--- src/rtl/alu_decision_sequencer_if.sv ---
// Row-request and action handshake bundle for alu_decision_sequencer.
//   in_valid / in_ready / img_row / velocity_en : one image row per request
//   out_valid / out_ready / action              : one action per row
// The master modport belongs to the row source / action consumer. The slave
// modport belongs to the sequencer.
interface alu_decision_sequencer_if;
    logic        in_valid;
    logic        in_ready;
    logic [15:0] img_row;
    logic        velocity_en;
    logic        out_valid;
    logic        out_ready;
    logic [1:0]  action;

    modport master (
        output in_valid, img_row, velocity_en, out_ready,
        input  in_ready, out_valid, action
    );

    modport slave (
        input  in_valid, img_row, velocity_en, out_ready,
        output in_ready, out_valid, action
    );
endinterface

--- src/rtl/alu_decision_sequencer.sv ---
// alu_decision_sequencer: per-row obstacle-avoidance sequencer driving custom_alu.
// For each accepted row it issues the ALU chain
//   VELOCITY_GUARD -> OB_CHECK -> MOVE_LEFT/MOVE_RIGHT/STOP -> SUB/ADD
// and it tracks the car column. It emits one action per row over a valid/ready handshake.
// Ports:
//   clk, rst              clock and synchronous active-high reset
//   bus (slave)           row request in, action out (alu_decision_sequencer_if)
//   alu_opcode/a/b        registered ALU operands; this block is their only driver
//   alu_result/alu_valid  ALU response, sampled in the last wait cycle of each op
//   car_x                 current car column
//   err                   one-cycle pulse when an ALU op was sampled with alu_valid=0
//   stop_cnt/steer_cnt    row statistics (live only with ALU_SEQ_STATS_EN)
// Optional feature macro: ALU_SEQ_STATS_EN enables the saturating statistics counters.
module alu_decision_sequencer #(
    parameter int unsigned ALU_LAT    = 1,
    parameter int unsigned CAR_X_INIT = 7
) (
    input  logic                            clk,
    input  logic                            rst,
    alu_decision_sequencer_if.slave         bus,
    output logic [4:0]                      alu_opcode,
    output logic [15:0]                     alu_a,
    output logic [15:0]                     alu_b,
    input  logic [15:0]                     alu_result,
    input  logic                            alu_valid,
    output logic [3:0]                      car_x,
    output logic                            err,
    output logic [15:0]                     stop_cnt,
    output logic [15:0]                     steer_cnt
);

    localparam logic [4:0] OP_ADD   = 5'b00011;
    localparam logic [4:0] OP_SUB   = 5'b00100;
    localparam logic [4:0] OP_NOP   = 5'b01001;
    localparam logic [4:0] OP_OB    = 5'b01010;
    localparam logic [4:0] OP_LEFT  = 5'b01011;
    localparam logic [4:0] OP_RIGHT = 5'b01100;
    localparam logic [4:0] OP_STOP  = 5'b01101;
    localparam logic [4:0] OP_VG    = 5'b01111;

    localparam logic [1:0] ACT_STOP  = 2'd0;
    localparam logic [1:0] ACT_LEFT  = 2'd1;
    localparam logic [1:0] ACT_RIGHT = 2'd2;
    localparam logic [1:0] ACT_CONT  = 2'd3;

    localparam logic [3:0] S_IDLE      = 4'd0;
    localparam logic [3:0] S_VG_ISSUE  = 4'd1;
    localparam logic [3:0] S_VG_WAIT   = 4'd2;
    localparam logic [3:0] S_OB_ISSUE  = 4'd3;
    localparam logic [3:0] S_OB_WAIT   = 4'd4;
    localparam logic [3:0] S_ST_ISSUE  = 4'd5;
    localparam logic [3:0] S_ST_WAIT   = 4'd6;
    localparam logic [3:0] S_POS_ISSUE = 4'd7;
    localparam logic [3:0] S_POS_WAIT  = 4'd8;
    localparam logic [3:0] S_EMIT      = 4'd9;

    localparam logic [2:0] LAST_WAIT = 3'(ALU_LAT - 1);

    logic [3:0]  state_q,     state_d;
    logic [2:0]  wait_q,      wait_d;
    logic [15:0] row_q,       row_d;
    logic        vel_q,       vel_d;
    logic        in_ready_q,  in_ready_d;
    logic        out_valid_q, out_valid_d;
    logic [1:0]  action_q,    action_d;
    logic [4:0]  opcode_q,    opcode_d;
    logic [15:0] a_q,         a_d;
    logic [15:0] b_q,         b_d;
    logic [3:0]  car_q,       car_d;
    logic        err_q,       err_d;

    logic        lat_done_c;
    logic        left_free_c;
    logic        right_free_c;
    logic        go_emit;
    logic [1:0]  emit_act;

    // The result is usable in the last of the ALU_LAT wait cycles.
    assign lat_done_c   = (wait_q == LAST_WAIT);
    // Steering preference is decided locally. LEFT wins when both sides are free.
    assign left_free_c  = (car_q != 4'd0)  && !row_q[car_q - 4'd1];
    assign right_free_c = (car_q != 4'd15) && !row_q[car_q + 4'd1];

    // Next-state and next-output logic.
    always_comb begin
        state_d     = state_q;
        wait_d      = wait_q;
        row_d       = row_q;
        vel_d       = vel_q;
        out_valid_d = out_valid_q;
        action_d    = action_q;
        opcode_d    = opcode_q;
        a_d         = a_q;
        b_d         = b_q;
        car_d       = car_q;
        err_d       = 1'b0;
        go_emit     = 1'b0;
        emit_act    = ACT_STOP;

        case (state_q)
            S_IDLE: begin
                if (bus.in_valid && in_ready_q) begin
                    row_d   = bus.img_row;
                    vel_d   = bus.velocity_en;
                    state_d = S_VG_ISSUE;
                end
            end
            S_VG_ISSUE: begin
                opcode_d = OP_VG;
                a_d      = {15'b0, vel_q};
                b_d      = 16'd0;
                wait_d   = 3'd0;
                state_d  = S_VG_WAIT;
            end
            S_VG_WAIT: begin
                if (!lat_done_c) begin
                    wait_d = wait_q + 3'd1;
                end else if (!alu_valid) begin
                    err_d   = 1'b1;
                    go_emit = 1'b1;
                end else if (alu_result == 16'd3) begin
                    state_d = S_OB_ISSUE;
                end else begin
                    go_emit = 1'b1;
                end
            end
            S_OB_ISSUE: begin
                opcode_d = OP_OB;
                a_d      = row_q;
                b_d      = {12'b0, car_q};
                wait_d   = 3'd0;
                state_d  = S_OB_WAIT;
            end
            S_OB_WAIT: begin
                if (!lat_done_c) begin
                    wait_d = wait_q + 3'd1;
                end else if (!alu_valid) begin
                    err_d   = 1'b1;
                    go_emit = 1'b1;
                end else if (alu_result == 16'd3) begin
                    go_emit  = 1'b1;
                    emit_act = ACT_CONT;
                end else begin
                    state_d = S_ST_ISSUE;
                end
            end
            S_ST_ISSUE: begin
                if (left_free_c) begin
                    opcode_d = OP_LEFT;
                end else if (right_free_c) begin
                    opcode_d = OP_RIGHT;
                end else begin
                    opcode_d = OP_STOP;
                end
                a_d     = row_q;
                b_d     = {12'b0, car_q};
                wait_d  = 3'd0;
                state_d = S_ST_WAIT;
            end
            S_ST_WAIT: begin
                if (!lat_done_c) begin
                    wait_d = wait_q + 3'd1;
                end else if (!alu_valid) begin
                    err_d   = 1'b1;
                    go_emit = 1'b1;
                end else if (alu_result[1:0] == ACT_LEFT || alu_result[1:0] == ACT_RIGHT) begin
                    action_d = alu_result[1:0];
                    state_d  = S_POS_ISSUE;
                end else begin
                    go_emit = 1'b1;
                end
            end
            S_POS_ISSUE: begin
                opcode_d = (action_q == ACT_LEFT) ? OP_SUB : OP_ADD;
                a_d      = {12'b0, car_q};
                b_d      = 16'd1;
                wait_d   = 3'd0;
                state_d  = S_POS_WAIT;
            end
            S_POS_WAIT: begin
                if (!lat_done_c) begin
                    wait_d = wait_q + 3'd1;
                end else if (!alu_valid) begin
                    err_d   = 1'b1;
                    go_emit = 1'b1;
                end else begin
                    // STEER only picks a side that exists, so this never wraps.
                    car_d    = alu_result[3:0];
                    go_emit  = 1'b1;
                    emit_act = action_q;
                end
            end
            S_EMIT: begin
                if (bus.out_ready) begin
                    out_valid_d = 1'b0;
                    state_d     = S_IDLE;
                end
            end
            default: begin
                state_d = S_IDLE;
            end
        endcase

        // Common entry into EMIT. The ALU is parked on NOP while the action waits.
        if (go_emit) begin
            state_d     = S_EMIT;
            out_valid_d = 1'b1;
            action_d    = emit_act;
            opcode_d    = OP_NOP;
            a_d         = 16'd0;
            b_d         = 16'd0;
        end

        in_ready_d = (state_d == S_IDLE);
    end

    // State and output registers.
    always_ff @(posedge clk) begin
        if (rst) begin
            state_q     <= S_IDLE;
            wait_q      <= 3'd0;
            row_q       <= 16'd0;
            vel_q       <= 1'b0;
            in_ready_q  <= 1'b0;
            out_valid_q <= 1'b0;
            action_q    <= ACT_STOP;
            opcode_q    <= OP_NOP;
            a_q         <= 16'd0;
            b_q         <= 16'd0;
            car_q       <= 4'(CAR_X_INIT);
            err_q       <= 1'b0;
        end else begin
            state_q     <= state_d;
            wait_q      <= wait_d;
            row_q       <= row_d;
            vel_q       <= vel_d;
            in_ready_q  <= in_ready_d;
            out_valid_q <= out_valid_d;
            action_q    <= action_d;
            opcode_q    <= opcode_d;
            a_q         <= a_d;
            b_q         <= b_d;
            car_q       <= car_d;
            err_q       <= err_d;
        end
    end

`ifdef ALU_SEQ_STATS_EN
    logic [15:0] stop_cnt_q;
    logic [15:0] steer_cnt_q;

    // Count each accepted action. Both counters saturate.
    always_ff @(posedge clk) begin
        if (rst) begin
            stop_cnt_q  <= 16'd0;
            steer_cnt_q <= 16'd0;
        end else if (out_valid_q && bus.out_ready) begin
            if (action_q == ACT_STOP && stop_cnt_q != 16'hFFFF) begin
                stop_cnt_q <= stop_cnt_q + 16'd1;
            end
            if ((action_q == ACT_LEFT || action_q == ACT_RIGHT) && steer_cnt_q != 16'hFFFF) begin
                steer_cnt_q <= steer_cnt_q + 16'd1;
            end
        end
    end

    assign stop_cnt  = stop_cnt_q;
    assign steer_cnt = steer_cnt_q;
`else
    assign stop_cnt  = 16'd0;
    assign steer_cnt = 16'd0;
`endif

    assign bus.in_ready  = in_ready_q;
    assign bus.out_valid = out_valid_q;
    assign bus.action    = action_q;
    assign alu_opcode    = opcode_q;
    assign alu_a         = a_q;
    assign alu_b         = b_q;
    assign car_x         = car_q;
    assign err           = err_q;

endmodule
--- src/flat_wrapper.sv ---
// flat-port wrapper written by rule: the top's interface ports become plain ports
module alu_decision_sequencer_flat 
#(
    parameter int unsigned ALU_LAT    = 1,
    parameter int unsigned CAR_X_INIT = 7
)
  (clk, rst, alu_opcode, alu_a, alu_b, alu_result, alu_valid, car_x, err, stop_cnt, steer_cnt, bus_in_valid, bus_img_row, bus_velocity_en, bus_out_ready, bus_in_ready, bus_out_valid, bus_action);
  alu_decision_sequencer_if bus_i ();
  input  logic clk;
  input  logic rst;
  output logic [4:0] alu_opcode;
  output logic [15:0] alu_a;
  output logic [15:0] alu_b;
  input  logic [15:0] alu_result;
  input  logic alu_valid;
  output logic [3:0] car_x;
  output logic err;
  output logic [15:0] stop_cnt;
  output logic [15:0] steer_cnt;
  input wire logic [$bits(bus_i.in_valid)-1:0] bus_in_valid;
  input wire logic [$bits(bus_i.img_row)-1:0] bus_img_row;
  input wire logic [$bits(bus_i.velocity_en)-1:0] bus_velocity_en;
  input wire logic [$bits(bus_i.out_ready)-1:0] bus_out_ready;
  output wire logic [$bits(bus_i.in_ready)-1:0] bus_in_ready;
  output wire logic [$bits(bus_i.out_valid)-1:0] bus_out_valid;
  output wire logic [$bits(bus_i.action)-1:0] bus_action;
  assign bus_i.in_valid = bus_in_valid;
  assign bus_i.img_row = bus_img_row;
  assign bus_i.velocity_en = bus_velocity_en;
  assign bus_i.out_ready = bus_out_ready;
  assign bus_in_ready = bus_i.in_ready;
  assign bus_out_valid = bus_i.out_valid;
  assign bus_action = bus_i.action;
  alu_decision_sequencer #(.ALU_LAT(ALU_LAT), .CAR_X_INIT(CAR_X_INIT)) u_core (.clk(clk), .rst(rst), .bus(bus_i), .alu_opcode(alu_opcode), .alu_a(alu_a), .alu_b(alu_b), .alu_result(alu_result), .alu_valid(alu_valid), .car_x(car_x), .err(err), .stop_cnt(stop_cnt), .steer_cnt(steer_cnt));
endmodule
--- config.mk ---
export PLATFORM = sky130hd
export DESIGN_NAME = alu_decision_sequencer_flat
export DESIGN_NICKNAME = d
export VERILOG_FILES = /design/src/rtl/alu_decision_sequencer_if.sv /design/src/rtl/alu_decision_sequencer.sv /design/src/flat_wrapper.sv
export SDC_FILE = /design/constraint.sdc
export NUM_CORES = 1
export LEC_CHECK = 0
export CORE_AREA = 2 2 88 90
export DETAILED_ROUTE_END_ITERATION = 10
export DIE_AREA = 0 0 90 92
export GPL_ROUTABILITY_DRIVEN = 0
export PLACE_DENSITY = 0.79
export SETUP_SLACK_MARGIN = 0.1
export SYNTH_ARGS = -nofsm -noshare
export SYNTH_HDL_FRONTEND = slang
export SYNTH_SLANG_ARGS = --single-unit
export TNS_END_PERCENT = 10
--- constraint.sdc ---
create_clock -name clk -period 2.96 [get_ports clk]
set_clock_uncertainty 0.2 [all_clocks]
set_input_delay 0.444 -clock clk [delete_from_list [all_inputs] [get_ports clk]]
set_output_delay 0.444 -clock clk [all_outputs]
set_load 0.01 [all_outputs]
Word level (Yosys, flattened, before mapping)
Index checks and enable logic that the tools add are counted.
{ "classes": {"n_addsub": 3, "multipliers": 0, "n_div": 0, "order_cmp": 2, "eq_ne": 16, "n_shift": 0, "muxes": 51, "bitwise_logic": 2, "reduce_logical": 29} }
{ "ops": {"columns": ["operator", "n"], "rows": [
  ["$pmux W16 S3", 2],
  ["$mux W4", 12],
  ["$pmux W4 S10", 1],
  ["$mux W2", 10],
  ["$pmux W5 S4", 1],
  ["$mux W1", 17],
  ["$eq A16 B2 Y1 const B", 1],
  ["$eq A4 B3 Y1 const B", 4],
  ["$reduce_bool A2 Y1", 7],
  ["$lt A4 B5 Y1 const B", 2],
  ["$bmux W1 S4", 2],
  ["$eq A4 B2 Y1 const B", 2],
  ["$eq A4 B4 Y1 const B", 2],
  ["$logic_not A4 Y1", 2],
  ["$ne A4 B4 Y1 const B", 2],
  ["$reduce_bool A4 Y1", 2],
  ["$reduce_or A4 Y1", 2],
  ["$mux W3", 2],
  ["$pmux W3 S2", 1],
  ["$reduce_and A2 Y1", 3],
  ["$mux W5", 1],
  ["$reduce_and A5 Y1", 1],
  ["$add A4 B1 Y4 const B", 1],
  ["$eq A2 B1 Y1 const B", 2],
  ["16 further kinds", 21]
]} }
{ "totals": {"regBits": 70, "latch_bits": 0, "ramBits": 0, "rom_bits": 0, "output_inout_bits": 78, "n_memories": 0} }

Depth between registers and ports, before layout
Gate-level depths: netlist (run 1).
{ "depth": {"word_depth": 8, "depth_mapped": 10, "mapped_depth_nobuf": 8} }

Least setup slack after synthesis (run 1)
OpenSTA, ideal clock, no wires.
{ "synth_path": {"path_type": "reg-to-reg", "from": "reg u_core.car_q[0], in the netlist u_core.car_x[0]", "to": "reg u_core.opcode_q[2], in the netlist u_core.alu_opcode[2]", "arrival_time_ps": 2298, "required_time_ps": 2641, "slack_ps": 343, "stages_incl_launch_ff": 11, "path_buffers": 2, "synth_period_minus_slack_ps": 2617, "path_cell_list": "dfxtp_1 > buf_6 > inv_1 > ha_1 > buf_4 > inv_2 > o211a_1 > a311o_1 > a221oi_1 > o31ai_2 > o221a_1"} }
{ "synth_between": {"elab_chain_cells": 7, "elab_cells_between_ends": 8} }
{ "synth_rtl": {"columns": ["item", "line_no", "text"], "rows": [
  ["start: declaration", "alu_decision_sequencer.sv:69", "logic [3:0] car_q, car_d;"],
  ["start signal: assignment", "alu_decision_sequencer.sv:230", "car_q <= 4'(CAR_X_INIT);"],
  ["start signal: assignment", "alu_decision_sequencer.sv:243", "car_q <= car_d;"],
  ["$sub A4 B1 Y4", "alu_decision_sequencer.sv:81", "assign left_free_c = (car_q != 4'd0) && !row_q[car_q - 4'd1];"],
  ["$bmux W1 S4", "alu_decision_sequencer.sv:81", null],
  ["$mux W1 (not written as such)", "alu_decision_sequencer.sv:81", null],
  ["$logic_not A1 Y1", "alu_decision_sequencer.sv:81", null],
  ["$logic_and A1 B1 Y1 (*)", "alu_decision_sequencer.sv:81", null],
  ["$mux W5 (*)", "alu_decision_sequencer.sv:148", "if (left_free_c) begin"],
  ["$pmux W5 S4 (*)", "alu_decision_sequencer.sv:100", "case (state_q)"],
  ["end signal: assignment", "alu_decision_sequencer.sv:240", "opcode_q <= opcode_d;"],
  ["end: declaration", "alu_decision_sequencer.sv:66", "logic [4:0] opcode_q, opcode_d;"]
]} }
Mark *: on every way between the ends. The rest lies on a longest branch, timed or not. The select of a mux whose other input is x is not followed.
A chain may end at the register's enable or synchronous reset.

Worst setup path in the final report (run 1)
{ "layout_path": {"from": "reg u_core.car_q[1], in the netlist u_core.car_x[1]", "to": "reg u_core.opcode_q[2], in the netlist u_core.alu_opcode[2]"} }
The elaborated chain is that of the path after synthesis.

==> results.cfg, run 1 <==
[status]
status = finished clean

[sta]
fin_setup_tns_ps = 0
setup-violations-final = 0
timing.final.crit_share_pct = 91.74
max-slew-margin-rel_pct = 58.88
finalWorstPathRequiredPeriod_ps = 2715
hold_viol = 0
holdWs_ps = 260.1
unrepaired_setup_endpoints_after_global_routing = false
worst_tran_pin_value_ps = 615.6
timing_max_transition_violations_final = 0
max_freq_mhz = 368.3

[clock_network]
cts_sinks = 57
tritoncts = yes
clock_latency_ps = 350
number_of_cts_inserted_buffers = 9
cts.repair_timing.setup_buffer_count = 0
hold_buffers = 0
cts_h_tree_lvls = 3
clockBufferDepth = 2
clock-root-buffer = sky130_fd_sc_hd__clkbuf_8
path_clk_slew_ps = 70
cts-resized-gates = 0

[synthesis]
synth_warnings = 0
synth_sequential_area_ratio_pct = 35.78
synth_cell_types = 52
postSynthCellCount = 379
ys_ff_latch = 57
post_synthesis_cell_area_um2 = 3189
synth_edf_count = 0
synth_flop_cell = sky130_fd_sc_hd__dfxtp_1
async_flop_share_pct = 0
mean_cell_area_of_the_mapped_netlist_um2 = 8.415

[setup_path]
worstPathMaxFanout = 11
criticalPathCategory = reg -> reg
crit-reg2reg-launch = u_core.car_x[1]
cp-end-kind = flip-flop
worstReg2RegEnd = u_core.alu_opcode[2]
worst-endpoint-required_ps = 3000
arrival_ps = 2760
startpoint_type = flip-flop
timing.reg2reg.setup_slack_ps = 240
worst-r2r-cell-count = 8

[grt]
global_route.overflow_total = 0
first_global_vias = 2688
global_route_wire_length_before_repair_um = 12530
grtUsageTotal_pct = 18.76
antenna_found_initial = 0
grt_start_max_net_pins = 24

[layout]
area_delta_synth_final_pct = 27.66
finish.net_count = 490
drive_gt1_share_pct = 9.956
n_antenna_cell = 0

[worst_hold_path]
whs_path_depth = 2
timing.hold.worst.start = u_core.vel_q
hold_end = u_core.vel_q
timing.hold.worst.class = reg -> reg

[floorplanning]
die_outline_height_um = 92
fp.coreArea_um2 = 7447
io_pins = 116
die_outline_width_um = 90
die_area_um2 = 8280
rows = 32
start_util_pct = 42.83

[routing]
routed_wire_length_per_instance_um = 14.25
viasPerCell = 5.213
drtAntennaViolNets = 0
drt_wl_total_um = 7896
vias = 2888
drc_errors = 0
first_pass_detailed_route_iteration_total = 5
drtIter0Drc = 152

[flow_run]
max_cap_viol_count = 0

[pwr]
power.leakage_uw = 0.001542
power.density_cell_area_nw_per_um2 = 715.9
peakVddDrop_mv = 0.2961

[placement]
post-dp-hpwl_um = 5942
numPortBuffers = 70
==> metal layers <==
layer / part of all wire, % / global-route usage [%] / up-vias
li1: - / - / 1386
met1: 40 / 22.45 / 1343
met2: 49 / 31.58 / 140
met3: 8.6 / 3.944 / 19
met4: 2.5 / 10.26 / 0
met5: 0 / 0 / -
==> layout make-up <==
type                    count  area (um2)
fillers                   668        3376
multi-input cells         286        1729
flip-flops and latches     57        1141
repair buffers             83       810.8
well taps                 102       127.6
clock buffers               9       123.9
clock inverters             7       101.3
inverters                  10       37.54
==> power breakdown <==
group          total [uW]  internal (uW)  switching (uW)
Combinational        1050            483             568
Sequential           1030            877             152
Clock                 834            480             353
Total                2910           1840            1070
==> worst max-delay path, cell delays in order, from the launching register on <==
cell and delay [ps]:
sky130_fd_sc_hd__dfxtp_1 340, sky130_fd_sc_hd__inv_1 60, sky130_fd_sc_hd__ha_1 590, sky130_fd_sc_hd__mux4_2 460, sky130_fd_sc_hd__a2111oi_2 390, sky130_fd_sc_hd__nor4_1 100, sky130_fd_sc_hd__o41ai_1 110, sky130_fd_sc_hd__o31ai_2 140
sky130_fd_sc_hd__o221a_1 220
==> worst max-delay path by stage <==
stage	start	end	slack (ps)
4_1_cts	u_core.car_x[1]	u_core.alu_opcode[2]	250
3_5_place_dp	alu_result[0]	u_core.alu_opcode[0]	70
2_1_floorplan	u_core.car_x[0]	u_core.alu_opcode[2]	340
5_1_grt	u_core.car_x[1]	u_core.alu_opcode[2]	110
3_3_place_gp	alu_result[0]	u_core.bus.in_ready	220
6_report	u_core.car_x[1]	u_core.alu_opcode[2]	240
==> cell usage after synthesis (2+ instances only) <==
cell type / count / area (um2)
sky130_fd_sc_hd__buf_4: 46 / 345.3
sky130_fd_sc_hd__clkbuf_1: 19 / 71.32
sky130_fd_sc_hd__nor2b_1: 5 / 31.28
sky130_fd_sc_hd__xnor2_1: 2 / 17.52
sky130_fd_sc_hd__xor2_1: 5 / 43.79
sky130_fd_sc_hd__ha_1: 5 / 62.56
sky130_fd_sc_hd__a222oi_1: 3 / 30.03
sky130_fd_sc_hd__nor2_1: 39 / 146.4
sky130_fd_sc_hd__o21a_1: 2 / 15.01
sky130_fd_sc_hd__buf_2: 3 / 15.01
sky130_fd_sc_hd__nand2b_1: 5 / 31.28
sky130_fd_sc_hd__o211ai_1: 4 / 30.03
sky130_fd_sc_hd__and4_1: 2 / 17.52
sky130_fd_sc_hd__o41ai_1: 2 / 17.52
sky130_fd_sc_hd__a211o_1: 2 / 17.52
sky130_fd_sc_hd__and2_1: 2 / 12.51
sky130_fd_sc_hd__a221oi_1: 2 / 17.52
sky130_fd_sc_hd__a21oi_1: 24 / 120.1
sky130_fd_sc_hd__o21ai_0: 9 / 45.04
sky130_fd_sc_hd__or2_2: 2 / 12.51
sky130_fd_sc_hd__o31a_1: 2 / 17.52
sky130_fd_sc_hd__inv_1: 9 / 33.78
sky130_fd_sc_hd__mux2i_1: 3 / 30.03
sky130_fd_sc_hd__nand3_1: 3 / 15.01
sky130_fd_sc_hd__and3_1: 2 / 12.51
sky130_fd_sc_hd__nor4_1: 7 / 43.79
sky130_fd_sc_hd__a22oi_1: 18 / 135.1
sky130_fd_sc_hd__mux4_2: 9 / 202.7
sky130_fd_sc_hd__nor4b_1: 2 / 17.52
sky130_fd_sc_hd__dfxtp_1: 57 / 1141
sky130_fd_sc_hd__a311oi_1: 3 / 26.28
sky130_fd_sc_hd__nand2_1: 47 / 176.4
sky130_fd_sc_hd__nor3_1: 14 / 70.07
sky130_fd_sc_hd__nand4_1: 2 / 12.51
==> cells in the final DEF (no fill, tap or decap), types with 2 or more instances in the layout <==
cell	n
sky130_fd_sc_hd__clkdlybuf4s50_1	70
sky130_fd_sc_hd__dfxtp_1	57
sky130_fd_sc_hd__nand2_1	47
sky130_fd_sc_hd__conb_1	45
sky130_fd_sc_hd__nor2_1	39
sky130_fd_sc_hd__a21oi_1	24
sky130_fd_sc_hd__a22oi_1	18
sky130_fd_sc_hd__nor3_1	14
sky130_fd_sc_hd__buf_4	12
sky130_fd_sc_hd__inv_1	9
sky130_fd_sc_hd__o21ai_0	9
sky130_fd_sc_hd__mux4_2	9
sky130_fd_sc_hd__clkbuf_8	9
sky130_fd_sc_hd__nor4_1	7
sky130_fd_sc_hd__nand2b_1	5
sky130_fd_sc_hd__nor2b_1	5
sky130_fd_sc_hd__xor2_1	5
sky130_fd_sc_hd__ha_1	5
sky130_fd_sc_hd__o211ai_1	4
sky130_fd_sc_hd__a311oi_1	3
sky130_fd_sc_hd__nand3_1	3
sky130_fd_sc_hd__mux2i_1	3
sky130_fd_sc_hd__a222oi_1	3
sky130_fd_sc_hd__nor4b_1	2
sky130_fd_sc_hd__nand4_1	2
sky130_fd_sc_hd__o21a_1	2
sky130_fd_sc_hd__xnor2_1	2
sky130_fd_sc_hd__and2_1	2
sky130_fd_sc_hd__and3_1	2
sky130_fd_sc_hd__a221oi_1	2
sky130_fd_sc_hd__a211o_1	2
sky130_fd_sc_hd__o31a_1	2
sky130_fd_sc_hd__or2_2	2
sky130_fd_sc_hd__o41ai_1	2
sky130_fd_sc_hd__and4_1	2
sky130_fd_sc_hd__clkinvlp_4	2
sky130_fd_sc_hd__inv_6	2
sky130_fd_sc_hd__bufinv_16	2
==> registers in the layout (all words and copies together) (netlist names) <==
signal,cells
u_core.row_q,16
u_core.vel_q,1
u_core.state_q,4
u_core.bus.out_valid,1
u_core.wait_q,3
u_core.car_x,4
u_core.alu_b,4
u_core.alu_a,16
u_core.bus.action,2
u_core.err,1
u_core.bus.in_ready,1
u_core.alu_opcode,4
==> kinds of logic after synthesis <==
kind of cell	after synthesis	share of synthesized area (%)
AOI/OAI and AO/OA	82	18.05
DFF	57	35.78
adders and majority gates	5	1.962
other	1	0.1176
and+or+nand+nor	134	19.34
xor gates and xnor gates	7	1.922
buffers and inverters	80	15.18
muxes	13	7.650
==> stage by stage <==
stage	area [um2]	setup slack, ps	std cells	util (%)	total power (uW)
4_1_cts	4071	247.4	554	54.67	2916
5_1_grt	4071	105.2	554	54.67	3061
3_5_place_dp	3846	67.90	538	51.65	2082
3_3_place_gp	3846	218.4	538	51.65	2054
6_report	4071	244.6	554	54.67	2915
2_1_floorplan	3354	343.3	423	-	1752
Note: power is estimated with default switching activity, not from simulation.
==> run 2, diff against run 1 <==
- CORE_AREA: 2 2 88 90 -> 2 2 84 86
- DIE_AREA: 0 0 90 92 -> 0 0 86 88
- PLACE_DENSITY: 0.79 -> 0.85
- clock period: 2.96 -> 3.21 ns (I/O delays scaled with it)
==> results.cfg, run 2 (synthesized netlist as in run 1, its figures left out) <==
[pwr]
power.density_cell_area_nw_per_um2 = 664.3
peakVddDrop_mv = 0.4007
power.leakage_uw = 0.001506

[sta]
fin_setup_tns_ps = 0
setup-violations-final = 0
max_freq_mhz = 356.1
timing.final.crit_share_pct = 87.49
timing_max_transition_violations_final = 0
max-slew-margin-rel_pct = 51.73
finalWorstPathRequiredPeriod_ps = 2808
hold_viol = 0
worst_tran_pin_value_ps = 721.9
unrepaired_setup_endpoints_after_global_routing = false

[placement]
numPortBuffers = 70
placement.cell_area_um2 = 3754
post-place-cells = 509
post-dp-hpwl_um = 5819

[setup_path]
worst-endpoint-required_ps = 3310
crit-reg2reg-launch = u_core.car_x[0]
worstReg2RegEnd = u_core.alu_opcode[2]
timing.reg2reg.setup_slack_ps = 400
worstPathMaxFanout = 12
arrival_ps = 2900
cp-end-kind = flip-flop
criticalPathCategory = reg -> reg
worst-r2r-cell-count = 8
startpoint_type = flip-flop

[clock_network]
path_clk_slew_ps = 80
hold_buffers = 0
cts-resized-gates = 0
cts_sinks = 57
clock_latency_ps = 350
clockBufferDepth = 2
tritoncts = yes
number_of_cts_inserted_buffers = 9
cts.repair_timing.setup_buffer_count = 0
cts_h_tree_lvls = 3
clock-root-buffer = sky130_fd_sc_hd__clkbuf_8

[grt]
grt_start_max_net_pins = 24
first_global_vias = 2702
gr-usage-met2_pct = 35.10
antenna_found_initial = 0
global_route.overflow_total = 0
use_met1_pct = 26.52
grtUsageTotal_pct = 21.49
global_route.usage.met3_pct = 5.749
grt-busiest-layer = met2
global_route_wire_length_before_repair_um = 12730

[layout]
finish.net_count = 483
drive_gt1_share_pct = 8.539
n_antenna_cell = 0
mostFrequentLayoutCell = sky130_fd_sc_hd__clkdlybuf4s50_1
design_area_um2 = 3980
layout_common_cells = 70 x sky130_fd_sc_hd__clkdlybuf4s50_1, 57 x sky130_fd_sc_hd__dfxtp_1, 47 x sky130_fd_sc_hd__nand2_1, 45 x sky130_fd_sc_hd__conb_1, 39 x sky130_fd_sc_hd__nor2_1
finalNonFillerCells = 525
area_delta_synth_final_pct = 24.79

[status]
status = finished clean

[worst_hold_path]
timing.hold.worst.class = reg -> reg
whs_path_depth = 2
hold_end = u_core.vel_q
timing.hold.worst.start = u_core.vel_q

[routing]
drtIter0Drc = 223
drtAntennaViolNets = 0
routed_wire_length_per_instance_um = 15.03
drc_errors = 0
vias = 2877
first_pass_detailed_route_iteration_total = 5
drt_wl_total_um = 7891
viasPerCell = 5.480

[floorplanning]
die_outline_width_um = 86
io_pins = 116
die_outline_height_um = 88
start_util_pct = 48.00
die_area_um2 = 7568
rows = 30
fp.coreArea_um2 = 6644

[flow_run]
max_cap_viol_count = 0
## run 2: changes by cell type in the layout (fill, tap and decap cells not counted)
cell and delta:
sky130_fd_sc_hd__buf_4 -6, sky130_fd_sc_hd__clkinv_4 +2, sky130_fd_sc_hd__buf_12 -1, sky130_fd_sc_hd__clkinvlp_4 -1, sky130_fd_sc_hd__inv_6 -1
## run 2: cell type report
class                           count  area [um2]
Fill cell                         596        2664
Sequential cell                    57        1141
Clock buffer                        9       123.9
Clock inverter                      7       102.6
Timing Repair Buffer               76       745.7
Multi-Input combinational cell    286        1729
Tap cell                           80       100.1
Inverter                           10       37.54
## run 2: through the flow
step | hold WS, ps | utilization, % | power, uW | setup WS [ps]
2_1_floorplan | 236.0 | - | 1616 | 593.3
3_3_place_gp | 243.9 | 56.50 | 1837 | 387.3
3_5_place_dp | 256.5 | 56.50 | 1867 | 227.1
4_1_cts | 304.2 | 59.91 | 2638 | 404.3
5_1_grt | 319.2 | 59.91 | 2791 | 224.8
6_report | 299.7 | 59.91 | 2644 | 401.6
## run 2: critical path, cell delays in order, from the launching register on
cell and delay [ps]:
sky130_fd_sc_hd__dfxtp_1 330, sky130_fd_sc_hd__inv_1 110, sky130_fd_sc_hd__ha_1 660, sky130_fd_sc_hd__mux4_2 370, sky130_fd_sc_hd__a2111oi_2 70, sky130_fd_sc_hd__nor4_1 290, sky130_fd_sc_hd__o41ai_1 160, sky130_fd_sc_hd__o31ai_2 330
sky130_fd_sc_hd__o221a_1 230
## run 2: layer usage
metal  routed length, um  vias up
met5                   0        -
met4                 168        0
met3                 624       17
met2                3841      139
met1                3256     1342
li1                    -     1379
## run 2: worst max path at each step
stage | from | end | depth (start not counted)
after floorplan | u_core.car_x[0] | u_core.alu_opcode[2] | 10
after global placement | alu_result[1] | u_core.alu_a[0] | 9
after detailed placement | alu_result[1] | u_core.alu_opcode[2] | 8
after CTS | u_core.car_x[0] | u_core.alu_opcode[2] | 8
after global routing | u_core.car_x[0] | u_core.alu_opcode[2] | 8
final | u_core.car_x[0] | u_core.alu_opcode[2] | 8
## run 2: report_power, final
| part | internal (uW) | switching [uW] |
|---|---|---|
| sequential | 809 | 146 |
| combinational | 407 | 510 |
| clock | 443 | 330 |
==> run 3, diff against run 2 <==
- MAX_ROUTING_LAYER: not set -> met4
==> results.cfg, run 3 (synthesized netlist as in run 1, its figures left out) <==
[status]
status = finished clean

[grt]
global_route.overflow_total = 0
antenna_found_initial = 0
grtUsageTotal_pct = 22.25
grt_start_max_net_pins = 24
first_global_vias = 2700
global_route_wire_length_before_repair_um = 12740

[routing]
vias = 2873
routed_wire_length_per_instance_um = 15.04
drt_wl_total_um = 7895
drtAntennaViolNets = 0
first_pass_detailed_route_iteration_total = 6
drtIter0Drc = 225
viasPerCell = 5.472
drc_errors = 0

[pwr]
p_seq_share_pct = 36.1
power.share.clock_pct = 29.2
combinationalPowerShare_pct = 34.7
power.net_switching_uw = 983.2
netSwitchingFraction_pct = 37.22
peakVddDrop_mv = 0.3998
power.density_cell_area_nw_per_um2 = 663.8
internal-power_uw = 1659
power.leakage_uw = 0.001506

[sta]
worst_tran_pin_value_ps = 705.5
finalWorstPathRequiredPeriod_ps = 2796
fin_setup_tns_ps = 0
unrepaired_setup_endpoints_after_global_routing = false
timing.final.crit_share_pct = 87.12
setup-violations-final = 0
holdWs_ps = 299.4
max-slew-margin-rel_pct = 52.83
hold_viol = 0
timing_max_transition_violations_final = 0
max_freq_mhz = 357.6

[layout]
area_delta_synth_final_pct = 24.79
footprint_of_the_multi_input_gates_um2 = 1729
fill_cells = 596
finish.utilization_pct = 59.91
n_antenna_cell = 0
finish.net_count = 483
seq_area_um2 = 1141
layout_common_cells = 70 x sky130_fd_sc_hd__clkdlybuf4s50_1, 57 x sky130_fd_sc_hd__dfxtp_1, 47 x sky130_fd_sc_hd__nand2_1, 45 x sky130_fd_sc_hd__conb_1, 39 x sky130_fd_sc_hd__nor2_1
mostFrequentLayoutCell = sky130_fd_sc_hd__clkdlybuf4s50_1
drive_gt1_share_pct = 8.539
design_area_um2 = 3980

[placement]
numPortBuffers = 70
post-dp-hpwl_um = 5819
placement.cell_area_um2 = 3754

[clock_network]
cts_h_tree_lvls = 3
hold_buffers = 0
cts.repair_timing.setup_buffer_count = 0
cts-resized-gates = 0
cts_sinks = 57
tritoncts = yes
path_clk_slew_ps = 70
number_of_cts_inserted_buffers = 9
clock-root-buffer = sky130_fd_sc_hd__clkbuf_8
clock_latency_ps = 350
clockBufferDepth = 2

[worst_hold_path]
whs_path_depth = 2
timing.hold.worst.class = reg -> reg

[setup_path]
cp_slowest_stage_delay_ps = 660
timing.critical_path.depth = 8
worstPathMaxFanout = 12
timing.critical_path.cells = inv_1 -> ha_1 -> mux4_2 -> a2111oi_2 -> nor4_1 -> o41ai_1 -> o31ai_2 -> o221a_1
worst-r2r-cell-count = 8
timing.reg2reg.setup_slack_ps = 410
crit_path_top_delay_cell = sky130_fd_sc_hd__ha_1
worst-endpoint-required_ps = 3250
critical_path.top_delay_family = compound AO/OA/AOI/OAI gates
crit_buf_inv = 1
arrival_ps = 2840
cp-end-kind = flip-flop
startpoint_type = flip-flop
criticalPathCategory = reg -> reg

[floorplanning]
rows = 30
start_util_pct = 48.00
io_pins = 116
die_area_um2 = 7568
die_outline_height_um = 88
fp.coreArea_um2 = 6644
die_outline_width_um = 86

[flow_run]
max_cap_viol_count = 0
==> run 3: area by class of cell <==
type                       instances  share of cell area, %
clock buffer                       9                  3.112
clock inverter                     7                  2.578
inverter                          10                 0.9431
multi-input combinational        286                  43.45
sequential                        57                  28.67
tap                               80                  2.515
timing repair buffer              76                  18.74
==> run 3: final timing paths <==
path	from	to
worst min register to register	u_core.vel_q	u_core.vel_q
worst max-delay path	u_core.car_x[0]	u_core.alu_opcode[2]
worst min-delay path	u_core.vel_q	u_core.vel_q
worst max register to register	u_core.car_x[0]	u_core.alu_opcode[2]
==> run 3: power groups by stage <==
stage	Clock (uW)	Combinational (uW)	Sequential, uW
2_1_floorplan	0	706	910
3_3_place_gp	0	880	957
3_5_place_dp	0	905	962
4_1_cts	776	913	949
5_1_grt	812	1010	969
6_report	771	916	955
==> run 3: worst register-to-register path: stages (launching register included) <==
cell	delay, ps
sky130_fd_sc_hd__dfxtp_1	330
sky130_fd_sc_hd__inv_1	110
sky130_fd_sc_hd__ha_1	660
sky130_fd_sc_hd__mux4_2	460
sky130_fd_sc_hd__a2111oi_2	360
sky130_fd_sc_hd__nor4_1	100
sky130_fd_sc_hd__o41ai_1	110
sky130_fd_sc_hd__o31ai_2	150
sky130_fd_sc_hd__o221a_1	220
==> run 3: through the flow <==
step	std cells	setup slack, ps	power (uW)
floorplan	423	593.3	1616
global placement	509	387.3	1837
detailed placement	509	227.1	1867
CTS	525	404.3	2638
global route	525	224.9	2792
finish	525	413.5	2642
==> run 3: routing by layer <==
| metal | track usage, % | routed length [um] |
|---|---|---|
| met1 | 26.75 | 3268 |
| met2 | 35.10 | 3845 |
| met3 | 5.184 | 644 |
| met4 | 10.97 | 138 |
| met5 | - | 0 |
